### src/rtl/uart_rx_cfg.sv
// uart_rx_cfg: configurable UART receiver (5..9 data bits, none/even/odd
// parity, 1 or 2 stop bits) with 3-tap majority sampling, false-start
// rejection, parity/framing/break status and a valid/ready output register.
module uart_rx_cfg #(
  parameter int unsigned CLK_FREQ  = 50000000,
  parameter int unsigned BAUD      = 9600,
  parameter int unsigned DATA_BITS = 8,
  parameter int unsigned PARITY    = 0,
  parameter int unsigned STOP_BITS = 1
) (
  input  logic                 clk,
  input  logic                 rst,
  input  logic                 rx,
  output logic [DATA_BITS-1:0] data,
  output logic                 data_valid,
  input  logic                 data_ready,
  output logic                 parity_err,
  output logic                 frame_err,
  output logic                 break_det,
  output logic                 overrun,
  output logic                 busy
);

  localparam int unsigned CPB   = CLK_FREQ / BAUD;
  localparam int unsigned HALF  = CPB / 2;
  localparam int unsigned CNT_W = $clog2(CPB);
  localparam int unsigned BIT_W = 4;

  localparam logic [CNT_W-1:0] C_S0  = CNT_W'(HALF - 1);
  localparam logic [CNT_W-1:0] C_S1  = CNT_W'(HALF);
  localparam logic [CNT_W-1:0] C_DEC = CNT_W'(HALF + 1);
  localparam logic [CNT_W-1:0] C_END = CNT_W'(CPB - 1);

  localparam logic [BIT_W-1:0] LAST_DATA = BIT_W'(DATA_BITS - 1);
  localparam logic [BIT_W-1:0] LAST_STOP = BIT_W'(STOP_BITS - 1);

  typedef enum logic [2:0] {
    S_IDLE,
    S_START,
    S_DATA,
    S_PARITY,
    S_STOP,
    S_WAIT
  } state_t;

  state_t r_state;
  state_t w_next;

  logic                 r_rx_meta;
  logic                 r_rx_s;
  logic [CNT_W-1:0]     r_cnt;
  logic                 r_s0;
  logic                 r_s1;
  logic [BIT_W-1:0]     r_bit;
  logic [DATA_BITS-1:0] r_shift;
  logic                 r_par;
  logic                 r_stop0;
  logic                 r_ferr_pend;

  logic w_vote;
  logic w_dec;
  logic w_end;
  logic w_last_stop;
  logic w_complete;
  logic w_ferr;
  logic w_stop0;
  logic w_perr;
  logic w_brk;
  logic w_accept;

  // Two-flop synchroniser for the asynchronous line; deliberately not reset.
  always_ff @(posedge clk) begin
    r_rx_meta <= rx;
    r_rx_s    <= r_rx_meta;
  end

  assign w_vote      = (r_s0 & r_s1) | (r_s0 & r_rx_s) | (r_s1 & r_rx_s);
  assign w_dec       = (r_cnt == C_DEC);
  assign w_end       = (r_cnt == C_END);
  assign w_last_stop = (r_bit == LAST_STOP);
  assign w_complete  = (r_state == S_STOP) && w_dec && w_last_stop;
  assign w_ferr      = r_ferr_pend | ~w_vote;
  // With one stop bit the first stop vote is the one being decided right now.
  assign w_stop0     = (r_bit == '0) ? w_vote : r_stop0;
  assign w_brk       = (r_shift == '0) && !r_par && !w_stop0;
  assign w_accept    = data_valid && data_ready;
  assign busy        = (r_state != S_IDLE);

  // Parity check over the assembled word plus the received parity bit.
  always_comb begin
    w_perr = 1'b0;
    if (PARITY != 0) begin
      w_perr = ((^r_shift) ^ r_par) != (PARITY == 2);
    end
  end

  // Frame state register.
  always_ff @(posedge clk) begin
    if (rst) begin
      r_state <= S_IDLE;
    end else begin
      r_state <= w_next;
    end
  end

  // Next-state decode driven by the bit timer and majority vote.
  always_comb begin
    w_next = r_state;
    case (r_state)
      S_IDLE: begin
        if (!r_rx_s) w_next = S_START;
      end
      S_START: begin
        if (w_dec && w_vote) w_next = S_IDLE;
        else if (w_end)      w_next = S_DATA;
      end
      S_DATA: begin
        if (w_end && (r_bit == LAST_DATA)) begin
          w_next = (PARITY != 0) ? S_PARITY : S_STOP;
        end
      end
      S_PARITY: begin
        if (w_end) w_next = S_STOP;
      end
      S_STOP: begin
        if (w_complete) w_next = w_ferr ? S_WAIT : S_IDLE;
      end
      S_WAIT: begin
        if (r_rx_s) w_next = S_IDLE;
      end
      default: w_next = S_IDLE;
    endcase
  end

  // Bit timer, vote samples, bit index and per-frame pending status.
  always_ff @(posedge clk) begin
    if (rst) begin
      r_cnt       <= '0;
      r_s0        <= 1'b0;
      r_s1        <= 1'b0;
      r_bit       <= '0;
      r_shift     <= '0;
      r_par       <= 1'b0;
      r_stop0     <= 1'b0;
      r_ferr_pend <= 1'b0;
    end else begin
      if ((r_state == S_IDLE) || (r_state == S_WAIT) || w_end) begin
        r_cnt <= '0;
      end else begin
        r_cnt <= r_cnt + 1'b1;
      end

      if (r_cnt == C_S0) r_s0 <= r_rx_s;
      if (r_cnt == C_S1) r_s1 <= r_rx_s;

      case (r_state)
        S_START: begin
          r_bit       <= '0;
          r_par       <= 1'b0;
          r_ferr_pend <= 1'b0;
        end
        S_DATA: begin
          if (w_dec) r_shift <= {w_vote, r_shift[DATA_BITS-1:1]};
          if (w_end) r_bit <= (r_bit == LAST_DATA) ? '0 : r_bit + 1'b1;
        end
        S_PARITY: begin
          if (w_dec) r_par <= w_vote;
        end
        S_STOP: begin
          if (w_dec && (r_bit == '0)) r_stop0 <= w_vote;
          if (w_dec && !w_vote)       r_ferr_pend <= 1'b1;
          if (w_end)                  r_bit <= r_bit + 1'b1;
        end
        default: ;
      endcase
    end
  end

  // Output register: load when empty or being drained, otherwise flag overrun.
  always_ff @(posedge clk) begin
    if (rst) begin
      data       <= '0;
      data_valid <= 1'b0;
      parity_err <= 1'b0;
      frame_err  <= 1'b0;
      break_det  <= 1'b0;
      overrun    <= 1'b0;
    end else begin
      overrun <= 1'b0;
      if (w_complete && (!data_valid || w_accept)) begin
        data       <= r_shift;
        data_valid <= 1'b1;
        parity_err <= w_perr;
        frame_err  <= w_ferr;
        break_det  <= w_brk;
      end else if (w_complete) begin
        overrun <= 1'b1;
      end else if (w_accept) begin
        data_valid <= 1'b0;
      end
    end
  end

endmodule

### config.mk
export PLATFORM = sky130hd
export DESIGN_NAME = uart_rx_cfg
export DESIGN_NICKNAME = d
export VERILOG_FILES = /design/src/rtl/uart_rx_cfg.sv
export SDC_FILE = /design/constraint.sdc
export NUM_CORES = 1
export LEC_CHECK = 0
export ABC_AREA = 1
export CAP_MARGIN = 20
export CORE_ASPECT_RATIO = 1.5
export CORE_UTILIZATION = 45
export CTS_BUF_LIST = sky130_fd_sc_hd__clkbuf_4 sky130_fd_sc_hd__clkbuf_8
export DETAILED_ROUTE_END_ITERATION = 10
export PLACE_DENSITY = 0.64
export SYNTH_ARGS = -nofsm -noshare
export SYNTH_HDL_FRONTEND = slang
export SYNTH_SLANG_ARGS = --single-unit
### constraint.sdc
create_clock -name clk -period 4.1 [get_ports clk]
set_clock_uncertainty 0.05 [all_clocks]
set_input_delay 0.82 -clock clk [delete_from_list [all_inputs] [get_ports clk]]
set_output_delay 0.82 -clock clk [all_outputs]
set_load 0.005 [all_outputs]
======== Word-level counts from Yosys, hierarchy flattened ========
Cells that the tools add are included.
operators by class
  $add $sub $neg .......................... 2
  eq/ne operators ......................... 21
  muxes and demuxes ....................... 22
  bitwise operators ....................... 7
  reductions and logical operators ........ 34
operators by type and width
  operator                 count
  $eq A13 B12 Y1 const B   3
  $mux W3                  8
  $pmux W3 S6              1
  $ne A2 B2 Y1 const B     8
  $add A13 B1 Y13 const B  1
  $eq A13 B13 Y1 const B   1
  $mux W4                  3
  $pmux W4 S3              1
  $logic_and A1 B1 Y1      10
  $reduce_and A2 Y1        5
  $logic_not A8 Y1         1
  $mux W1                  7
  $eq A3 B2 Y1 const B     2
  $eq A3 B3 Y1 const B     2
  $reduce_and A6 Y1        1
  $reduce_bool A2 Y1       3
  $reduce_bool A3 Y1       2
  $add A4 B1 Y4 const B    1
  $eq A4 B3 Y1 const B     1
  $logic_not A1 Y1         4
  $logic_not A4 Y1         1
  $ne A2 B1 Y1 const B     2
  $pmux W1 S2              2
  $reduce_or A2 Y1         2
  other kinds (8)          14
word-level totals
  flip-flop bits (word level) ............. 47
  output and inout port bits .............. 14
  logic and storage cells ................. 102

======== Longest topological paths before layout ========
  depth after elaboration ................. 8
  depth in mapped cells ................... 11
  mapped depth without buffers ............ 11

======== Worst setup path after synthesis ========
No wires, ideal clock.
  kind .................................... in2reg
  start ................................... in rst
  end ..................................... reg data[0]
  setup time .............................. 0.065 ns
  data arrival time ....................... 1.546 ns
  setup slack ............................. 2.439 ns
  stages .................................. 4
  path buffers ............................ 1
  cell sequence ........................... inv_1 > clkbuf_1 > o21ai_1 > nor2_1
RTL lines
  what                  RTL line  text
  start, declared       12        input logic rst,
  end signal, assigned  191       data <= r_shift;
  end, declared         14        output logic [DATA_BITS-1:0] data,

==> qor.txt <==
setup_tns: 0 ns
YS warnings: 0
DR WL/cell: 10.9 um
Synth Area in Simple Gates: 0.337
r2r setup slk: 2.21 ns
Port Buffers: 16
Ports: 18
post-synthesis adder-cell area fraction: 0.0275
Clock Latency Late Sink: 0.29 ns
RSZ-0062 raised after global routing: false
Synth Area in XOR/XNOR: 0.00385
Post-CTS Repair Setup Buffers: 0
area of the core: 4850 um^2
Max-slew headroom: 0.566
critical path endpoint: r_s0
CTS Hold Bufs: 0
Total Power: 0.00108 W
Worst-path clk slew: 0.08 ns
Crit Path Max Fanout: 18
DR iter-0 viols: 71
f_max: 429 MHz
Mapped Area: 2270 um^2
most instantiated library cell after synthesis: nand2_1
startpoint types: input pin
Setup CP Type: in2reg
final critical-path share of the clock period: 0.569
FF-to-FF path depth: 8
gr usage total: 0.193
Pre-antenna DRT Iters: 4
Routed met3 length: 115 um
Synth top area share: 0.414
Synth top cells by count: 61 x nand2_1, 51 x nor2_1, 47 x dfxtp_1
GRT Residual Overflow: 0
DR vias: 1994
htree depth: 2
Power per Cell Area: 423 nW/um^2
CTS root buffer: clkbuf_8
largest family of logic cells by synthesized area: simple AND/OR/NAND/NOR gates
Mapped Cells: 323
drt total wl: 4430 um
Final Hold Fails: 0
Layout Nets: 348
Post-DRT Antenna Nets: 0
status: finished clean
number of vias per cell: 4.92
Tmin final: 2.33 ns
largest area contributor in the netlist: dfxtp_1
initial core utilization: 0.469
n_diodes: 0
Crit path arrival time: 2.51 ns
Synth Net Count: 332
Critical Path Source: rst
worst path cell trace: clkdlybuf4s50_1, inv_1, o21ai_0, a21oi_1
ranking of synthesized cells by area: dfxtp_1 41%, nand2_1 10%, nor2_1 8.4%
Slew Limit Fails: 0
slew of the pin with the lowest slew margin: 0.650 ns
Num CTS Buffers: 5
Critical R2R Capture: break_det
CP Capture Type: flop
layout cells sized above 1: 0.103
Cell variety after synth: 29
CP max stage cell: clkdlybuf4s50_1
met1 wire length: 1780 um
initial antenna violation count: 0
Mapped Avg Cell Area: 7.03 um^2
CTS tree: yes
first-pass GRT wire length: 7730 um
area delta synth->final: 12.6%
dominant register cell in the synthesized netlist: dfxtp_1
Leak Pwr: 0.967 nW
standard-cell rows: 31
routed wl met2: 2480 um
reg2reg start: r_cnt[0]
Seq/Total Area, Yosys: 0.414
Die ar.: 5340 um^2
vias in the first global route: 1844
GP Congestion: 0.946
EDFF count, synth: 0
post-synthesis mux area share: 0
area of the multi-input gates: 1130 um^2
FFs w/ async S/R, synth: 0
critical path required time: 4.27 ns
post-CTS sizing: 0
hpwl dp: 3400 um
fill count: 486
storage element area: 941 um^2
Buf/Inv on CP: 2
critical path's largest stage delay: 0.71 ns
Residual DRC: 0
CTS Buffer Depth: 2
Yosys reg bits: 47
Die W: 60.0 um
height of the die: 89.0 um
Min-Delay Path Class: reg2reg
WP depth: 4
largest net degree at the start of global routing: 19
Synth Area in Compound Gates: 0.128
Peak supply drop: 0.203 mV
uppermost routed layer: met4
Worst path top cell family by delay: buffers and inverters
Setup-failing EPs final: 0
Num Clock Sinks: 47
max-cap violations: 0
logic make-up (layout without fill, tap and decap cells):
kind of cell               after synthesis  after routing
xor gates and xnor gates                 1              1
and+or+nand+nor                        170            170
DFF                                     47             47
AOI/OAI and AO/OA                       51             51
buffers and inverters                   48             64
adders and majority gates                5              5
other                                    1              1
per-layer routing:
layer | global-route usage | up-vias
li1 | - | 1068
met1 | 0.187 | 892
met2 | 0.374 | 30
met3 | 0.0333 | 4
met4 | 0.0994 | 0
met5 | 0 | -
area by class of cell:
type,instances,area share
multi-input cells,228,0.443
flip-flops and latches,47,0.368
clock inverters,1,0.00196
repair buffers,16,0.0626
well taps,66,0.0323
inverters,41,0.0606
clock buffers,6,0.0323
worst min path at each step:
stage | from | endpoint | cells after the start | slack (ns)
floorplan | r_rx_meta | r_rx_s | 0 | 0.26
global placement | r_rx_meta | r_rx_s | 0 | 0.26
detailed placement | r_rx_meta | r_rx_s | 0 | 0.27
CTS | r_rx_meta | r_rx_s | 0 | 0.29
global route | r_rx_meta | r_rx_s | 0 | 0.30
finish | r_rx_meta | r_rx_s | 0 | 0.28
flip-flops by register name (all words and copies together) (netlist names), 3 cells and up:
signal	cells
r_cnt	13
data	8
r_bit	4
r_shift	8
r_state	3
metrics by stage:
stage	cell area [um^2]	cells	util	hold slack, ns	setup WS [ns]
5_1_grt	2560	405	0.528	0.304	1.57
4_1_cts	2560	405	0.528	0.286	1.79
3_3_place_gp	2470	398	0.510	0.263	1.51
2_1_floorplan	2270	323	-	0.260	2.44
6_report	2560	405	0.528	0.282	1.77
3_5_place_dp	2470	398	0.510	0.266	1.49
layout by cell type (no fill, tap or decap), types with 2 or more instances in the layout:
cell / instances
nand2_1: 61
nor2_1: 51
dfxtp_1: 47
inv_1: 34
nand3_1: 31
a21oi_1: 27
clkdlybuf4s50_1: 16
o21ai_0: 13
nor3_1: 10
o21ai_2: 9
inv_2: 6
clkbuf_8: 6
ha_1: 5
nor2_2: 4
nor3_2: 3
nand4_1: 3
clkinv_2: 2
nor4_1: 2
power by group:
part           leakage (nW)  total (W)  internal [W]  switching [W]
combinational         0.539   0.000302      0.000101       0.000201
clock                0.0470   0.000273      0.000132       0.000141
sequential            0.380   0.000507      0.000481      0.0000263
Note: power is estimated with default switching activity, not from simulation.
